**src/rtl/ap_mult_pipe.sv**
```systemverilog
// ---------------------------------------------------------------------------
// ap_mult_pipe
//
// Pipelined N x N signed (two's-complement) multiplier. A per-beat count k
// of low-order product columns can be made approximate. An approximate
// column is the OR of its partial-product bits and sends no carry upward.
// The remaining columns are summed exactly using Baugh-Wooley partial
// products. The operands and k enter through a valid/ready handshake. The
// 2N-bit product leaves the same way after three register stages.
//
// Parameters
//   N       operand width (even, 8..16)
//   AP_MAX  largest approximate column count honoured; larger requests clamp
//   AW      width of in_ap_cols
//
// Ports
//   clk         rising-edge clock
//   rst         asynchronous active-high reset
//   in_valid    operand beat valid
//   in_ready    block can accept a beat (combinational from out_valid/out_ready)
//   in_a        multiplicand, signed
//   in_b        multiplier, signed
//   in_ap_cols  requested approximate low column count for this beat
//   out_valid   product valid
//   out_ready   downstream accepts the product
//   out_res     product, two's-complement, modulo 2^(2N)
// ---------------------------------------------------------------------------
module ap_mult_pipe #(
    parameter int N      = 12,
    parameter int AP_MAX = N,
    parameter int AW     = $clog2(2 * N)
) (
    input  logic            clk,
    input  logic            rst,
    input  logic            in_valid,
    output logic            in_ready,
    input  logic [N-1:0]    in_a,
    input  logic [N-1:0]    in_b,
    input  logic [AW-1:0]   in_ap_cols,
    output logic            out_valid,
    input  logic            out_ready,
    output logic [2*N-1:0]  out_res
);

    localparam int W = 2 * N;

    localparam logic [AW-1:0] K_MAX = AW'(AP_MAX);

    // Baugh-Wooley correction constants: one 1 at column N and one at
    // column 2N-1. They count as real bits of their columns. They therefore
    // take part in both the OR of approximate columns and the exact sum.
    localparam logic [W-1:0] CONST_ROW = (W'(1) << N) | (W'(1) << (W - 1));

    // -----------------------------------------------------------------------
    // Flow control. The whole pipeline moves as one: every stage advances
    // when the output slot is empty or is being drained this cycle. Bubbles
    // travel through the pipeline and are never collapsed. This keeps the
    // ready path to a single gate.
    // -----------------------------------------------------------------------
    logic adv;

    assign adv      = !out_valid || out_ready;
    assign in_ready = adv;

    // -----------------------------------------------------------------------
    // Stage 1: register operands and clamped column count
    // -----------------------------------------------------------------------
    logic            s1_valid;
    logic [N-1:0]    s1_a;
    logic [N-1:0]    s1_b;
    logic [AW-1:0]   s1_k;
    logic [AW-1:0]   k_clamped;

    assign k_clamped = (in_ap_cols > K_MAX) ? K_MAX : in_ap_cols;

    // The stage-1 valid flag follows in_valid whenever the pipe advances.
    // Data registers load only on an accepted beat. On a bubble they keep
    // stale contents, which is harmless because downstream logic only acts
    // on beats whose valid flag is set.
    always_ff @(posedge clk or posedge rst) begin
        if (rst) begin
            s1_valid <= 1'b0;
            s1_a     <= '0;
            s1_b     <= '0;
            s1_k     <= '0;
        end else if (adv) begin
            s1_valid <= in_valid;
            if (in_valid) begin
                s1_a <= in_a;
                s1_b <= in_b;
                s1_k <= k_clamped;
            end
        end
    end

    // -----------------------------------------------------------------------
    // Stage 2 combinational: partial products, OR reduction, CSA compression
    // -----------------------------------------------------------------------
    logic [W-1:0] exact_mask_s1;
    logic [W-1:0] pp_row;
    logic [W-1:0] pp_exact;
    logic [W-1:0] col_or;
    logic [W-1:0] csa_sum;
    logic [W-1:0] csa_carry;
    logic [W-1:0] csa_sum_nx;
    logic [W-1:0] csa_carry_nx;
    logic         pp_bit;

    // Each multiplier bit b[i] yields one row of N partial-product bits at
    // columns i..i+N-1. The Baugh-Wooley inversion applies where exactly one
    // index is the sign position. Every bit of the row is ORed into the
    // per-column OR vector. The row's exact-column part is folded into a
    // running carry-save pair through a 3:2 compressor, one row per step.
    // Carries shifted out of the top column are dropped, which gives the
    // modulo 2^(2N) result. No bit below k enters the compressor. The
    // carry-save pair is therefore zero below k, and no carry crosses from
    // the approximate region into column k.
    always_comb begin
        exact_mask_s1 = '0;
        pp_row        = '0;
        pp_exact      = '0;
        pp_bit        = 1'b0;
        col_or        = CONST_ROW;
        csa_sum       = '0;
        csa_carry     = '0;
        csa_sum_nx    = '0;
        csa_carry_nx  = '0;

        for (int c = 0; c < W; c++) begin
            exact_mask_s1[c] = (c >= int'(s1_k));
        end

        csa_sum = CONST_ROW & exact_mask_s1;

        for (int i = 0; i < N; i++) begin
            pp_row = '0;
            for (int j = 0; j < N; j++) begin
                pp_bit = s1_a[j] & s1_b[i];
                if ((i == N - 1) != (j == N - 1)) begin
                    pp_bit = ~pp_bit;
                end
                pp_row[i + j] = pp_bit;
            end

            col_or   = col_or | pp_row;
            pp_exact = pp_row & exact_mask_s1;

            csa_sum_nx   = csa_sum ^ csa_carry ^ pp_exact;
            csa_carry_nx = ((csa_sum & csa_carry) |
                            (csa_sum & pp_exact)  |
                            (csa_carry & pp_exact)) << 1;
            csa_sum      = csa_sum_nx;
            csa_carry    = csa_carry_nx;
        end
    end

    // -----------------------------------------------------------------------
    // Stage 2 registers: carry-save pair, approximate OR bits, k
    // -----------------------------------------------------------------------
    logic            s2_valid;
    logic [W-1:0]    s2_sum;
    logic [W-1:0]    s2_carry;
    logic [W-1:0]    s2_or;
    logic [AW-1:0]   s2_k;

    // Only the OR bits of the approximate columns are kept. The columns at
    // or above k come entirely from the carry-save pair.
    always_ff @(posedge clk or posedge rst) begin
        if (rst) begin
            s2_valid <= 1'b0;
            s2_sum   <= '0;
            s2_carry <= '0;
            s2_or    <= '0;
            s2_k     <= '0;
        end else if (adv) begin
            s2_valid <= s1_valid;
            if (s1_valid) begin
                s2_sum   <= csa_sum;
                s2_carry <= csa_carry;
                s2_or    <= col_or & ~exact_mask_s1;
                s2_k     <= s1_k;
            end
        end
    end

    // -----------------------------------------------------------------------
    // Stage 3 combinational: final carry-propagate add and merge
    // -----------------------------------------------------------------------
    logic [W-1:0] exact_mask_s2;
    logic [W-1:0] cpa_sum;
    logic [W-1:0] merged;

    // The CPA result is already zero below k. Masking it again with the
    // stage-2 copy of k makes the OR merge independent of that property.
    always_comb begin
        exact_mask_s2 = '0;
        for (int c = 0; c < W; c++) begin
            exact_mask_s2[c] = (c >= int'(s2_k));
        end
        cpa_sum = s2_sum + s2_carry;
        merged  = (cpa_sum & exact_mask_s2) | s2_or;
    end

    // -----------------------------------------------------------------------
    // Stage 3 registers: output slot
    // -----------------------------------------------------------------------
    // The output slot loads only when the pipe advances. While the consumer
    // stalls, the product and out_valid hold steady.
    always_ff @(posedge clk or posedge rst) begin
        if (rst) begin
            out_valid <= 1'b0;
            out_res   <= '0;
        end else if (adv) begin
            out_valid <= s2_valid;
            if (s2_valid) begin
                out_res <= merged;
            end
        end
    end

endmodule

```
**config.mk**
```make
export PLATFORM = sky130hd
export DESIGN_NAME = ap_mult_pipe
export DESIGN_NICKNAME = d
export VERILOG_FILES = /design/src/rtl/ap_mult_pipe.sv
export SDC_FILE = /design/constraint.sdc
export NUM_CORES = 1
export LEC_CHECK = 0
export CAP_MARGIN = 20
export CORE_MARGIN = 2
export CORE_UTILIZATION = 41
export DETAILED_ROUTE_END_ITERATION = 12
export PLACE_DENSITY = 0.63
export SLEW_MARGIN = 20
export SYNTH_ARGS = -nofsm -noshare
export SYNTH_HDL_FRONTEND = slang
export SYNTH_SLANG_ARGS = --single-unit
```
**constraint.sdc**
```tcl
create_clock -name clk -period 6.6 [get_ports clk]
set_input_delay 1.32 -clock clk [delete_from_list [all_inputs] [get_ports clk]]
set_output_delay 1.32 -clock clk [all_outputs]
set_load 0.03 [all_outputs]
```
======== Yosys cells after proc, flatten, opt, wreduce, memory -nomap -nowiden ========
Index checks and enable logic that the tools add are counted.
cells by class
  add/sub/neg operators ................... 1
  order comparisons ....................... 49
  muxes and demuxes ....................... 1
  bitwise gates (word level) .............. 272
  reductions and logical operators ........ 5
operators with widths
  kind                count
  $and 23x23->23      33
  $xor 24x24->24      23
  $or 23x23->23       22
  $and 1x1->1         144
  $ge 4x5->1 const A  16
  $ge 5x5->1 const A  16
  $and 24x24->24      2
  $ge 3x5->1 const A  8
  $add 24x24->24      1
  $and 12x24->24      1
  $and 13x24->24      1
  $and 14x24->24      1
  $and 15x24->24      1
  $and 16x24->24      1
  $and 17x24->24      1
  $and 18x24->24      1
  $and 19x24->24      1
  $and 20x24->24      1
  $and 21x24->24      1
  $and 22x24->24      1
  $and 23x24->24      1
  $not 24->24         1
  $or 24x13->24       1
  $or 24x14->24       1
  other kinds (19)    48
storage, ports and cells
  flip-flop bits (word level) ............. 132
  bits of input ports ..................... 33
  output and inout port bits .............. 26
  word-level logic and storage cells ...... 339

======== Longest topological paths before layout ========
Gate-level depths: netlist (run 1).
  word-level depth ........................ 37
  gate-level depth with buffers ........... 22
  mapped depth without buffers ............ 21

======== Worst setup path after synthesis (run 1) ========
OpenSTA, ideal clock, no wires.
  path type ............................... register -> register
  from .................................... register s1_k[3]
  to ...................................... register s2_sum[11]
  setup time .............................. 65 ps
  arrival time ............................ 6,832 ps
  required time ........................... 6,535 ps
  setup slack ............................. -297 ps
  cell stages (with the launch flop) ...... 20
  path buffers ............................ 2
  clock period less this slack ............ 6,897 ps
  cells stage by stage .................... dfrtp_1 buf_2 clkbuf_1 a21oi_1 and3_1 ha_1 inv_1 fa_1 fa_1 fa_1 fa_1 fa_1 fa_1 fa_1 fa_1 fa_1 inv_1 fa_1 nand2_1 nand2_1
on the way
  cells in the longest elaborated chain, start to end .. 35
  elaborated cells on any way between the ends .. 98
  classes of those cells .................. order compare: 12; bitwise: 86
RTL lines
  what                                              RTL line  text
  from (decl)                                       71        logic [AW-1:0] s1_k;
  from (signal assigned)                            91        s1_k <= k_clamped;
  $ge 1x5->1                                        130       exact_mask_s1[c] = (c >= int'(s1_k));
  $and 12x24->24                                    146       pp_exact = pp_row & exact_mask_s1;
  $xor 24x24->24 or $and 13x23->23 (tied branches)  148, 150
  $and 23x23->23, on equally long branches          149, 150
  $or 23x23->23                                     149       csa_carry_nx = ((csa_sum & csa_carry) |
  $or 23x23->23                                     150       (csa_sum & pp_exact) |
  $and 23x23->23                                    149
  $or 23x23->23                                     149
  [... 20 more ...]                                 -
  $or 23x23->23                                     149
  $or 23x23->23                                     150
  $and 23x23->23                                    149
  $or 23x23->23                                     149
  $or 23x23->23                                     150
  $xor 24x24->24                                    148       csa_sum_nx = csa_sum ^ csa_carry ^ pp_exact;
  $xor 24x24->24 *                                  148
  net csa_sum[11]                                   103       logic [W-1:0] csa_sum;
  to (signal assigned)                              178       s2_sum <= csa_sum;
  to (decl)                                         161       logic [W-1:0] s2_sum;
The timed path passes the listed nets; every way through them passes the cells marked *.
A chain may end at the register's enable or synchronous reset.

======== Final worst setup path (run 1) ========
  from .................................... register s1_k[2]
  to ...................................... register s2_sum[11]
The elaborated chain is that of the path after synthesis.

==> impl_metrics.env, run 1 <==
export IMPL_nNetsFinal=1302
export IMPL_drcViolationCount=0
export IMPL_cts_buffers=17
export IMPL_worst_pin_slew_ns=1.007
export IMPL_grt_start_max_net_pins=64
export IMPL_met1_usage_pct=32.79
export IMPL_cts_hold_buf=0
export IMPL_grt_busiest_layer="met2"
export IMPL_period_needed_ns=6.629
export IMPL_io_pins=59
export IMPL_clk_pin_slew_worst_paths_ns=0.06
export IMPL_grtUsageMet2_pct=37.39
export IMPL_synth_area_per_cell_sq_um=9.267
export IMPL_cts_max_level=4
export IMPL_antenna_left=0
export IMPL_final_cell_area_sq_um=11790
export IMPL_yosysSeqAreaShare_pct=31.06
export IMPL_fin_crit_sh_pct=100.4
export IMPL_clock_latency_ns=0.42
export IMPL_cp_cell_sequence="nand2b_1 -> a21o_1 -> nor2_1 -> ha_1 -> inv_2 -> fa_1 -> fa_2 -> inv_1 -> fa_1 -> fa_1 -> inv_2 -> fa_2 -> fa_2 -> fa_1 -> fa_1 -> fa_1 -> inv_1 -> fa_2 -> nand2_1 -> nand2_1"
export IMPL_cp_slowest_cell="fa_2"
export IMPL_min_to="s2_sum[10]"
export IMPL_end_kind="flop"
export IMPL_grt_util_all_layers_pct=23.67
export IMPL_place_inst=1396
export IMPL_final_cells=1456
export IMPL_start_util_pct=41.66
export IMPL_io_buffers=58
export IMPL_r2r_slack_ns=-0.03
export IMPL_num_antenna_cells=0
export IMPL_hold_start="s2_sum[10]"
export IMPL_hold_viol=0
export IMPL_reg2reg_to="s2_sum[11]"
export IMPL_hold_depth=2
export IMPL_cts_tree="built"
export IMPL_crit_fanout=6
export IMPL_die_x_microns=158.2
export IMPL_synth_cell_types=57
export IMPL_cpPeakStageDelay_ns=0.58
export IMPL_synth_top_area_cell="dfrtp_1"
export IMPL_cts_root_buf="clkbuf_16"
export IMPL_reg2reg_depth=20
export IMPL_syn_inst=1052
export IMPL_cpMostUsedCell="fa_1"
export IMPL_cts_buffer_depth=2
export IMPL_drv_slew=0
export IMPL_cts_num_sinks=121
export IMPL_maxCapViolCount=0
export IMPL_wirelength_microns=28020
export IMPL_grt_pass1_vias=8196
export IMPL_grt_pass1_wl_microns=45240
export IMPL_grt_util_met3_pct=4.243
export IMPL_coreArea_sq_um=23400
export IMPL_synth_top_area_share_pct=31.06
export IMPL_dpl_instance_area_sq_um=10840
export IMPL_fp_dieH_microns=158.2
export IMPL_antenna_found_initial=0
export IMPL_hpwlAfterDp_microns=19610
export IMPL_synth_ff_type="dfrtp_1"
export IMPL_synth_cell_area_sq_um=9749
export IMPL_wire_per_inst_microns=19.25
export IMPL_fillers=2195
export IMPL_die_area_sq_um=25030
export IMPL_regToRegStartpoint="s1_k[2]"
export IMPL_drt_iter0_drc=718
export IMPL_hp_class="flop to flop"
export IMPL_rsz0062_at_grt="true"
export IMPL_grt_overflow_total=0
export IMPL_syn_num_nets=1228
export IMPL_synth_async_sr_flop_share_pct=100.0
export IMPL_fin_ws_ns=-0.02859
export IMPL_finClkSkew_ns=0.009663
export IMPL_status="complete, but fails checks"
export IMPL_std_cell_rows=56
export IMPL_ys_seq_elements=121
export IMPL_synth_common_cells="nand2_1, dfrtp_1, fa_1"
export IMPL_slew_headroom_pct=32.89
export IMPL_ys_warn_count=0
export IMPL_setup_viol=1
export IMPL_worstSetupStartpointType="flop"
export IMPL_yosysMostFrequentCell="nand2_1"
export IMPL_via_count=8155
export IMPL_required_ns=6.95
export IMPL_tns_ns=-0.02859
export IMPL_synth_edf_count=0
export IMPL_failed_checks="negative setup slack"
export IMPL_firstDrtPassIters=7
export IMPL_synthTopCellsByArea="dfrtp_1, fa_1, nand2_1"
export IMPL_cp_arrival_ns=6.98
export IMPL_drive_gt1_share_pct=17.68
export IMPL_syn_to_final_growth_pct=20.97
export IMPL_post_place_ws_ns=-0.06853
export IMPL_gp_congestion=0.8674
export IMPL_viasPerCell=5.601
export IMPL_crit_type="flop to flop"
export IMPL_max_freq_mhz=150.9
cell type report:
cell class                      instances  area [sq um]  share of cell area [%]
Clock buffer                           22         454.2                   3.851
Clock inverter                          8         146.4                   1.241
Inverter                               80         302.8                   2.567
Multi-Input combinational cell        761          6222                   52.76
Sequential cell                       121          3032                   25.71
Tap cell                              319         399.1                   3.384
Timing Repair Buffer                  145          1237                   10.49
registers in the layout, summed over array words and instances, names as in the netlist, 5 cells and up:
signal and flops:
s1_a 12, s2_or 24, out_res 24, s2_carry 12, s2_sum 24, s2_k 5
s1_b 12, s1_k 5
kinds of logic (layout without fill, tap and decap cells):
logic type | Yosys count | count (layout) | share of synthesized area [%]
XOR/XNOR | 9 | 9 | 0.8086
AO/OA/AOI/OAI | 210 | 210 | 14.07
AND/OR/NAND/NOR | 374 | 374 | 17.53
adder cells (fa/ha/maj) | 143 | 143 | 26.90
buffers and inverters | 170 | 255 | 6.763
flip-flops | 121 | 121 | 31.06
multiplexers | 25 | 25 | 2.875
metal layers:
metal  vias up  part of all wire, %
met5         -                    0
li1       3708                    -
met4         0                  3.3
met1      4068                   45
met3        51                  6.4
met2       328                   46
worst max-delay path, delay by kind of cell, from the launching register on:
| kind | cells | cell delay, ns |
|---|---|---|
| AO/OA/AOI/OAI | 1 | 0.19 |
| AND/OR/NAND/NOR | 4 | 0.45 |
| adder cells (fa/ha/maj) | 11 | 5.23 |
| buffers and inverters | 4 | 0.27 |
| flip-flops | 1 | 0.43 |
cell usage in the layout (no fill, tap or decap), types with 4 or more instances in the layout:
| cell type | count |
|---|---|
| o31ai_1 | 10 |
| a31oi_1 | 15 |
| nand3b_1 | 5 |
| inv_1 | 72 |
| nor2_1 | 34 |
| fa_1 | 83 |
| fa_2 | 28 |
| bufinv_16 | 4 |
| nand3_1 | 78 |
| o21ai_1 | 5 |
| nor3_1 | 5 |
| inv_2 | 7 |
| buf_4 | 86 |
| dfrtp_1 | 118 |
| a222oi_1 | 4 |
| a22oi_1 | 22 |
| a21boi_0 | 8 |
| clkbuf_1 | 4 |
| a221oi_1 | 9 |
| a21o_1 | 12 |
| a22o_1 | 5 |
| a311oi_1 | 6 |
| nand4_1 | 8 |
| xor2_1 | 6 |
| a21oi_1 | 31 |
| and2_1 | 6 |
| ha_1 | 31 |
| and3_1 | 27 |
| o21ai_0 | 60 |
| mux2_2 | 24 |
| clkdlybuf4s50_1 | 58 |
| clkbuf_16 | 17 |
| nand2_1 | 181 |
worst max-delay path by stage:
stage | start | to | slack, ns
after CTS | s1_k[1] | s2_sum[11] | 0.006
after detailed placement | s1_k[1] | s2_sum[13] | -0.07
after global routing | s1_k[2] | s2_sum[11] | -0.24
after global placement | s1_k[1] | s2_sum[11] | 0.02
after floorplan | s1_k[0] | s2_sum[11] | -0.0009
final | s1_k[2] | s2_sum[11] | -0.03
metrics by stage:
| step | util (%) | hold slack [ns] |
|---|---|---|
| after floorplan | - | 0.4432 |
| after global placement | 46.32 | 0.4593 |
| after detailed placement | 46.32 | 0.4628 |
| after CTS | 49.86 | 0.4763 |
| after global routing | 50.40 | 0.5065 |
| final | 50.40 | 0.4705 |
what timing repair did:
action                                  4_1_cts  5_1_grt
buffers inserted                             28        4
endpoints found under the setup margin        5       17
pin swaps                                    15       33
resized for setup                             7       43
Power of run 1 is left out: the tool's default activity adds up to more than one toggle a clock period on the data nets, which glitch-free logic cannot reach.
==> inputs of run 2 (changes only) <==
Settings changed: CORE_UTILIZATION 41 to 50, PLACE_DENSITY 0.63 to 0.74.
==> run 2 against run 1 <==
Effect of this change: the flow now finishes without violations; final cell count fell by 5.2%; worst hold slack improved by 0.0049 ns; sequential share of layout area rose by 0.64 points; global-route usage rose by 3.7 points; first-iteration DRC count rose by 8.8%; register-to-register slack improved by 0.05 ns; worst setup slack improved by 0.046 ns; clock skew barely moved; via count fell by 0.60%; fmax rose by 0.70%; clock-buffer cell count fell by 2; final area fell by 2.4%; critical path type unchanged; highest routed layer unchanged.
==> impl_metrics.env, run 2 (synthesized netlist as in run 1, its figures left out) <==
export IMPL_met2RoutedLength_microns=12050
export IMPL_reg2reg_to="s2_sum[11]"
export IMPL_antenna_left=0
export IMPL_wire_per_inst_microns=18.94
export IMPL_cts_root_buf="clkbuf_16"
export IMPL_grt_start_max_net_pins=83
export IMPL_nNetsFinal=1280
export IMPL_crit_fanout=6
export IMPL_antenna_found_initial=0
export IMPL_drv_slew=0
export IMPL_io_pins=59
export IMPL_rsz0062_at_grt="true"
export IMPL_maxCapViolCount=0
export IMPL_crit_type="flop to flop"
export IMPL_max_freq_mhz=151.9
export IMPL_r2r_slack_ns=0.02
export IMPL_fin_ws_ns=0.01774
export IMPL_syn_to_final_growth_pct=18.04
export IMPL_hpwlAfterDp_microns=18540
export IMPL_finish_utilization_pct=59.72
export IMPL_die_x_microns=143.6
export IMPL_top_regs="out_res (24), s2_or (24), s2_sum (24)"
export IMPL_drive_gt1_share_pct=16.22
export IMPL_coreArea_sq_um=19270
export IMPL_post_place_ws_ns=-0.06679
export IMPL_clock_latency_ns=0.43
export IMPL_hp_class="flop to flop"
export IMPL_firstDrtPassIters=7
export IMPL_finClkSkew_ns=0.009196
export IMPL_period_needed_ns=6.582
export IMPL_cp_arrival_ns=6.95
export IMPL_grt_overflow_total=0
export IMPL_io_buffers=58
export IMPL_slew_headroom_pct=33.30
export IMPL_final_cell_mix="nand2_1, dfrtp_1, fa_1"
export IMPL_dpl_instance_area_sq_um=10770
export IMPL_wl_met1_microns=11250
export IMPL_drt_iter0_drc=781
export IMPL_die_area_sq_um=20630
export IMPL_start_util_pct=50.59
export IMPL_wirelength_microns=26160
export IMPL_clk_pin_slew_worst_paths_ns=0.06
export IMPL_fin_crit_sh_pct=99.73
export IMPL_final_cell_area_sq_um=11510
export IMPL_hold_viol=0
export IMPL_grt_pass1_wl_microns=43490
export IMPL_cts_num_sinks=121
export IMPL_std_cell_rows=51
export IMPL_grt_pass1_vias=8299
export IMPL_end_kind="flop"
export IMPL_cts_buffer_depth=2
export IMPL_worst_pin_slew_ns=1.001
export IMPL_gp_congestion=0.9101
export IMPL_num_antenna_cells=0
export IMPL_required_ns=6.97
export IMPL_worstSetupStartpointType="flop"
export IMPL_critPathLaunch="s1_k[2]"
export IMPL_fp_dieH_microns=143.6
export IMPL_critPathCapture="s2_sum[11]"
export IMPL_via_count=8106
export IMPL_mostFrequentLayoutCell="nand2_1"
export IMPL_viasPerCell=5.870
export IMPL_reg2reg_depth=20
export IMPL_cts_tree="built"
export IMPL_cts_buffers=17
export IMPL_cts_max_level=4
export IMPL_grt_util_all_layers_pct=27.41
export IMPL_top_layer="met4"
export IMPL_setup_viol=0
export IMPL_dr_wl_met3_microns=2262
export IMPL_regToRegStartpoint="s1_k[2]"
export IMPL_status="finished, final reports clean"
export IMPL_drcViolationCount=0
==> run 2: what timing repair did <==
item,CTS,global route
hold buffers,0,0
cloned,0,0
pin swaps,27,30
resized for setup,25,20
endpoints found under the setup margin,5,8
buffers inserted,4,4
==> run 2: per-layer routing <==
metal	track usage, %	vias up
met5	0	-
met4	10.42	0
met3	4.998	54
met2	42.93	428
met1	38.26	3967
li1	-	3657
==> run 2: worst max-delay path, stage by stage, from the launching register on <==
cell and delay (ns):
dfrtp_2 0.44, or3_4 0.40, a21oi_4 0.15, and3_4 0.21, ha_4 0.13, inv_2 0.04, fa_2 0.53, inv_1 0.05
fa_2 0.53, fa_2 0.44, fa_2 0.54, fa_2 0.45, fa_2 0.41, fa_2 0.58, inv_2 0.04, fa_2 0.53
inv_2 0.04, fa_2 0.35, fa_1 0.53, nand2_1 0.05, nand2_1 0.06
==> run 2: layout make-up <==
class / instances / area, sq um
Multi-Input combinational cell: 761 / 6198
Clock inverter: 11 / 100.1
Sequential cell: 121 / 3032
Tap cell: 265 / 331.6
Fill cell: 1642 / 7762
Clock buffer: 20 / 456.7
Inverter: 80 / 305.3
Timing Repair Buffer: 123 / 1085
==> run 2: worst min path at each step <==
stage          cells past startpoint         from     endpoint
3_5_place_dp                       2    s2_or[15]    s2_or[15]
6_report                           2  out_res[15]  out_res[15]
4_1_cts                            2    s2_or[15]    s2_or[15]
3_3_place_gp                       1    s2_or[13]    s2_or[13]
2_1_floorplan                      2    s2_or[14]    s2_or[14]
5_1_grt                            1    s2_or[13]    s2_or[13]
==> run 2: stage by stage <==
step	TNS, ns	instances	hold slack, ns
2_1_floorplan	-0.0008953	1052	0.4432
3_3_place_gp	0	1341	0.4541
3_5_place_dp	-0.1281	1341	0.4637
4_1_cts	-0.005441	1376	0.4779
5_1_grt	-0.4727	1381	0.4876
6_report	0	1381	0.4754
Power of run 2 is left out for the same reason.
==> inputs of run 3 (changes only) <==
Settings changed: GPL_TIMING_DRIVEN set to 1.
==> results of run 3 <==
Same layout as run 2: the final DEF is identical, and so are final timing and power.
Power of run 3 is left out for the same reason.
